**config.mk**
```make
export PLATFORM = sky130hd
export DESIGN_NAME = gcd_arbiter
export DESIGN_NICKNAME = d
export VERILOG_FILES = /design/src/rtl/gcd_arbiter_pkg.sv /design/src/rtl/gcd_arbiter_rr_arbiter.sv /design/src/rtl/gcd_arbiter.sv
export SDC_FILE = /design/constraint.sdc
export NUM_CORES = 1
export LEC_CHECK = 0
export ABC_CLOCK_PERIOD_IN_PS = 4550
export CORE_MARGIN = 8
export CORE_UTILIZATION = 39
export CTS_CLUSTER_DIAMETER = 50
export DETAILED_ROUTE_END_ITERATION = 10
export HOLD_SLACK_MARGIN = 0.12
export PLACE_DENSITY = 0.76
export SYNTH_ARGS = -nofsm -noshare
export SYNTH_HDL_FRONTEND = slang
export SYNTH_SLANG_ARGS = --single-unit
```
**constraint.sdc**
```tcl
create_clock -name clk -period 4.55 [get_ports clk]
set_input_delay 0.91 -clock clk [delete_from_list [all_inputs] [get_ports clk]]
set_output_delay 0.91 -clock clk [all_outputs]
set_load 0.03 [all_outputs]
```
**src/rtl/gcd_arbiter_pkg.sv**
```systemverilog
// gcd_arb_pkg
// Shared definitions for the GCD arbiter: the controller state encoding,
// default datapath/requester sizes and a helper for index widths.
// No ports; imported by rr_arbiter and gcd_arbiter.

package gcd_arb_pkg;

  localparam int DEFAULT_WIDTH   = 8;
  localparam int DEFAULT_NUM_REQ = 4;

  typedef enum logic [2:0] {
    IDLE,
    LAUNCH,
    GUARD,
    WAIT,
    RESP
  } state_t;

  // Bits needed to hold an index 0..n-1 (at least one bit)
  function automatic int idx_width(input int n);
    return (n > 1) ? $clog2(n) : 1;
  endfunction

endpackage

```
**src/rtl/gcd_arbiter_rr_arbiter.sv**
```systemverilog
// rr_arbiter
// Purely combinational round-robin picker. The search starts one above the
// pointer (the last served requester) and wraps, so the pointer itself has
// the lowest priority.
// Ports:
//   req   in  NUM_REQ  request vector
//   ptr   in  IDX_W    index of the most recently served requester
//   grant out NUM_REQ  one-hot grant (all zero when nothing is requested)

module rr_arbiter
  import gcd_arb_pkg::*;
#(
  parameter int NUM_REQ = DEFAULT_NUM_REQ,
  parameter int IDX_W   = idx_width(NUM_REQ)
) (
  input  logic [NUM_REQ-1:0] req,
  input  logic [IDX_W-1:0]   ptr,
  output logic [NUM_REQ-1:0] grant
);

  logic             found;
  logic [IDX_W-1:0] pos;

  // Walk the requesters in rotated order ptr+1, ptr+2, ... ptr and grant
  // the first one that is asking; later matches are masked by 'found'.
  always_comb begin
    grant = '0;
    found = 1'b0;
    pos   = '0;
    for (int i = 1; i <= NUM_REQ; i++) begin
      pos = IDX_W'((int'(ptr) + i) % NUM_REQ);
      if (!found && req[pos]) begin
        grant[pos] = 1'b1;
        found      = 1'b1;
      end
    end
  end

endmodule

```
**src/rtl/gcd_arbiter.sv**
```systemverilog
// gcd_arbiter
// Shares one external GCD engine between NUM_REQ requesters. A round-robin
// grant is taken in IDLE, the operands are latched, and the job is either
// answered directly (a zero operand) or sent to the engine. One job is in
// flight at a time; the result returns as a one-cycle pulse to the winner.
// Optional feature: define GCD_ARB_TIMEOUT_EN to add an engine watchdog that
// answers with rsp_err=1 and a zero result after TIMEOUT_CYCLES in WAIT.
// Ports:
//   clk, rst              clock, synchronous active-high reset
//   req_valid/req_x/req_y per-requester request and packed operands
//                         (requester i uses bits [i*WIDTH +: WIDTH])
//   req_ready             one-hot accept pulse
//   rsp_valid             one-hot result pulse
//   rsp_result, rsp_err   shared result bus and timeout flag
//   eng_go/eng_x/eng_y    command to the external engine
//   eng_done/eng_out      engine completion and result
//   busy                  high whenever the controller is not in IDLE

module gcd_arbiter
  import gcd_arb_pkg::*;
#(
  parameter int WIDTH          = DEFAULT_WIDTH,
  parameter int NUM_REQ        = DEFAULT_NUM_REQ,
  parameter int TIMEOUT_CYCLES = 1024
) (
  input  logic                     clk,
  input  logic                     rst,
  input  logic [NUM_REQ-1:0]       req_valid,
  input  logic [NUM_REQ*WIDTH-1:0] req_x,
  input  logic [NUM_REQ*WIDTH-1:0] req_y,
  output logic [NUM_REQ-1:0]       req_ready,
  output logic [NUM_REQ-1:0]       rsp_valid,
  output logic [WIDTH-1:0]         rsp_result,
  output logic                     rsp_err,
  output logic                     eng_go,
  output logic [WIDTH-1:0]         eng_x,
  output logic [WIDTH-1:0]         eng_y,
  input  logic                     eng_done,
  input  logic [WIDTH-1:0]         eng_out,
  output logic                     busy
);

  localparam int IDX_W = idx_width(NUM_REQ);

  state_t             state;
  state_t             state_nxt;
  logic [IDX_W-1:0]   ptr;
  logic [IDX_W-1:0]   gnt_q;
  logic [IDX_W-1:0]   gnt_idx;
  logic [NUM_REQ-1:0] grant;
  logic [WIDTH-1:0]   x_q;
  logic [WIDTH-1:0]   y_q;
  logic [WIDTH-1:0]   result_q;
  logic [WIDTH-1:0]   sel_x;
  logic [WIDTH-1:0]   sel_y;
  logic               accept;
  logic               sel_zero;
  logic               timeout_hit;

  rr_arbiter #(
    .NUM_REQ(NUM_REQ),
    .IDX_W  (IDX_W)
  ) u_rr (
    .req  (req_valid),
    .ptr  (ptr),
    .grant(grant)
  );

  // Turn the one-hot grant into an index and pick the winner's operands.
  always_comb begin
    gnt_idx = '0;
    sel_x   = '0;
    sel_y   = '0;
    for (int i = 0; i < NUM_REQ; i++) begin
      if (grant[i]) begin
        gnt_idx = IDX_W'(i);
        sel_x   = req_x[i*WIDTH +: WIDTH];
        sel_y   = req_y[i*WIDTH +: WIDTH];
      end
    end
  end

  // Gating with rst keeps req_ready low while reset is held, so nothing is
  // accepted in a cycle whose state update is being discarded.
  assign accept   = (state == IDLE) && (|req_valid) && !rst;
  assign sel_zero = (sel_x == '0) || (sel_y == '0);

`ifdef GCD_ARB_TIMEOUT_EN
  localparam int CNT_W = $clog2(TIMEOUT_CYCLES + 1);

  logic [CNT_W-1:0] wait_cnt;
  logic             err_q;

  // Counts cycles spent in WAIT; it sits at zero elsewhere, so it always
  // starts from zero on entry to WAIT.
  always_ff @(posedge clk) begin
    if (rst) begin
      wait_cnt <= '0;
    end else if (state != WAIT) begin
      wait_cnt <= '0;
    end else begin
      wait_cnt <= wait_cnt + CNT_W'(1);
    end
  end

  // A done arriving on the last allowed cycle still wins over the watchdog.
  assign timeout_hit = (state == WAIT) && !eng_done &&
                       (wait_cnt == CNT_W'(TIMEOUT_CYCLES - 1));

  // Error flag for the job in flight: cleared on acceptance, set on timeout.
  always_ff @(posedge clk) begin
    if (rst) begin
      err_q <= 1'b0;
    end else if (accept) begin
      err_q <= 1'b0;
    end else if (timeout_hit) begin
      err_q <= 1'b1;
    end
  end

  assign rsp_err = (state == RESP) && err_q;
`else
  assign timeout_hit = 1'b0;
  assign rsp_err     = 1'b0;
`endif

  // Controller state register.
  always_ff @(posedge clk) begin
    if (rst) begin
      state <= IDLE;
    end else begin
      state <= state_nxt;
    end
  end

  // Next-state and pulse outputs. GUARD exists only to skip one eng_done
  // sample, so a done still high from the previous job cannot complete
  // the new one.
  always_comb begin
    state_nxt = state;
    req_ready = '0;
    rsp_valid = '0;
    eng_go    = 1'b0;
    case (state)
      IDLE: begin
        if (accept) begin
          req_ready = grant;
          state_nxt = sel_zero ? RESP : LAUNCH;
        end
      end
      LAUNCH: begin
        eng_go    = 1'b1;
        state_nxt = GUARD;
      end
      GUARD: begin
        state_nxt = WAIT;
      end
      WAIT: begin
        if (eng_done || timeout_hit) begin
          state_nxt = RESP;
        end
      end
      RESP: begin
        rsp_valid[gnt_q] = 1'b1;
        state_nxt        = IDLE;
      end
      default: begin
        state_nxt = IDLE;
      end
    endcase
  end

  // Job datapath: operands and winner latched on acceptance, result taken
  // either directly (x|y covers every zero-operand case, including 0,0) or
  // from the engine. The pointer moves to the winner once it is answered.
  always_ff @(posedge clk) begin
    if (rst) begin
      ptr      <= IDX_W'(NUM_REQ - 1);
      gnt_q    <= '0;
      x_q      <= '0;
      y_q      <= '0;
      result_q <= '0;
    end else begin
      if (accept) begin
        gnt_q <= gnt_idx;
        x_q   <= sel_x;
        y_q   <= sel_y;
        if (sel_zero) begin
          result_q <= sel_x | sel_y;
        end
      end
      if ((state == WAIT) && eng_done) begin
        result_q <= eng_out;
      end else if (timeout_hit) begin
        result_q <= '0;
      end
      if (state == RESP) begin
        ptr <= gnt_q;
      end
    end
  end

  assign eng_x      = x_q;
  assign eng_y      = y_q;
  assign rsp_result = result_q;
  assign busy       = (state != IDLE);

endmodule

```
==> reports/results.ini, run 1 <==
[global_routing]
grt_max_degree = 30
grt.overflow.total = 0
grt.total_usage = 0.201
grt_pass1_wl_um = 16200
first_global_vias = 3314
antenna_found_initial = 0

[power_and_ir_drop]
peakVddDrop_mv = 0.238
p_per_area_mw_per_mm2 = 450
total_power_mw = 1.92
p_leak_nw = 1.71

[min_path]
hp-class = flop to flop
min_to = eng_x[5]
holdPathStages = 2
hold_path.startpoint = eng_x[5]

[layout]
final_nets = 603
antenna-diode-count = 0
finalNonFillerCells = 597
fillers = 599
layout_commonest_cell = clkdlybuf4s50_1
drive_gt1_frac = 0.161
most-common-layout-cells = 104 x clkdlybuf4s50_1, 81 x nor2_1, 55 x buf_4
synthToLayoutAreaGrowth_pct = 61.4
fin_util = 0.639

[floorplan]
initial_core_util = 0.396
core-area_mm2 = 0.00668
die_h_um = 98.4
rows = 30
dieWidth_um = 98.4
die_area_mm2 = 0.00967
io_pins = 114

[setup_path]
cpMostUsedCell = or4_4
worstReg2RegEnd = rsp_result[7]
critPathRequiredTime_ps = 4780
cp_max_fo = 8
path_cells = dlygate4sd2_1, mux4_2, nor4b_4, a211oi_2, nand2b_1, a311oi_1, o31ai_1, or4_4, or4_4, a2111oi_2, a311o_1
slowest_delay_ps = 590
critPathKind = input port to flop
end_kind = flop
cp.arrival_ps = 4590
rrSetupSlack_ps = 350
cpLargestDelayFamily = simple AND/OR/NAND/NOR gates
cp-start-kind = input port
cp_slowest_cell = or4_4
reg2reg_from = ptr[1]
reg2reg_depth = 13
worst-path-buf-inv = 1

[sta]
finalHoldViolations = 0
worst_slew_pin_slew_ps = 635
min_period_ps = 4360
skew_ps = 3.41
rsz0062_at_grt = no
setup_ws_ps = 189
fmax_ghz = 0.229
final-max-slew-violation-count = 0
setup_viol = 0
fin_crit_sh = 0.958
max-slew-margin-rel = 0.575

[clock_tree]
cts_sinks = 31
hold_buffers = 0
clk_pin_slew_ps = 60
clock-root-buffer = clkbuf_8
clk_latency_ps = 280
cts_buffer_depth = 2
cts_buffers = 5
h-tree-depth = 2
cts_tree = yes

[yosys]
synth_edf_count = 0
synth_seq_cells = 31
ys.flop_type = dfxtp_1
synth_nets = 462
yosys_warnings = 0
async_reset_ff_frac = 0
yosysUniqueCellTypes = 51
synth.cell_area_mm2 = 0.00265
netlist_instances = 375
ys_seq_area_frac = 0.235
avgSynthCellArea_um2 = 7.05

[drt]
avgRoutedWirePerCell_um = 16.9
ant_nets = 0
vias = 3368
wirelength_um = 10100
drc = 0
first_pass_iters = 5
via_per_inst = 5.64
drt_iter0_drc = 216

[place]
placed_cells = 589
place.gp.congestion = 0.967
post-dp-hpwl_um = 8060
port_buffers = 112
pre_cts_ws_ps = -427

[status]
status = finished clean

[run]
maxCapViolCount = 0

-- power breakdown --
part / total [mW] / switching [mW] / internal [mW]
Sequential: 0.427 / 0.0622 / 0.364
Clock: 0.278 / 0.101 / 0.177
Combinational: 1.22 / 0.678 / 0.538
Total: 1.92 / 0.842 / 1.08
-- registers in the layout (all words and copies together) (netlist names) --
register	flops
eng_y	8
ptr	2
eng_x	8
rsp_result	8
state	3
gnt_q	2
-- worst min-delay path: stages (launching register included) --
cell and delay, ps:
dfxtp_1 310, nor2_1 90, nor3_1 50
-- layout make-up --
| class | count | area, um^2 | share of cell area |
|---|---|---|---|
| clock buffers | 6 | 82.6 | 0.0193 |
| multi-input cells | 309 | 1900 | 0.446 |
| clock inverters | 2 | 35.0 | 0.00821 |
| inverters | 5 | 18.8 | 0.00440 |
| well taps | 80 | 100 | 0.0234 |
| repair buffers | 164 | 1510 | 0.353 |
| flip-flops and latches | 31 | 621 | 0.145 |
-- through the flow --
step / instance area [um^2] / TNS [ps] / hold WS, ps
floorplan: 2650 / 0 / 503
global placement: 4140 / -3810 / 486
detailed placement: 4140 / -3250 / 489
CTS: 4270 / 0 / 497
global route: 4270 / 0 / 517
finish: 4270 / 0 / 496
-- cell usage after synthesis, drive strengths merged (6+ instances only) --
cell type  instances  area share
and2               6       0.014
nor2              81        0.11
a211oi             7       0.022
and3               7       0.017
ha                 8       0.038
buf                7       0.017
nand2             40       0.057
o31ai             13       0.037
nand3             11       0.021
dfxtp             31        0.23
a21oi             11       0.021
a311oi            15       0.050
o21ai             10       0.019
clkbuf            23       0.033
nor3              32       0.061
-- how the worst max path moves through the flow --
stage / startpoint / endpoint / cells past startpoint
6_report: req_valid[1] / rsp_result[7] / 11
2_1_floorplan: ptr[1] / req_ready[3] / 13
5_1_grt: req_valid[1] / rsp_result[0] / 11
4_1_cts: req_valid[1] / rsp_result[7] / 11
3_5_place_dp: req_valid[1] / rsp_result[7] / 11
3_3_place_gp: req_valid[1] / rsp_result[0] / 11
-- cells by family after synthesis --
| family | synth area share |
|---|---|
| mux | 0.0624 |
| fa+ha+maj | 0.0378 |
| simple gates | 0.350 |
| other cells | 0.00142 |
| compound gates | 0.258 |
| buf+inv | 0.0563 |
| flops | 0.235 |
-- metal layers --
metal	track usage	share of wire	up-vias
met2	0.332	0.46	165
met1	0.244	0.43	1528
met3	0.0583	0.088	18
li1	-	-	1657
met5	0	0	-
met4	0.0614	0.018	0
-- repair_timing --
action                                 4_1_cts  5_1_grt
setup endpoints to repair                    9        0
gates resized for setup                      8        0
endpoints found under the hold margin        0        0
setup buffers                                0        0
(Power assumes the default switching activity.)
==> run 2: changes to the inputs <==
Settings changed: CAP_MARGIN set to 20.
==> results of run 2 <==
Same layout as run 1: the final DEF is identical, and so are final timing and power.
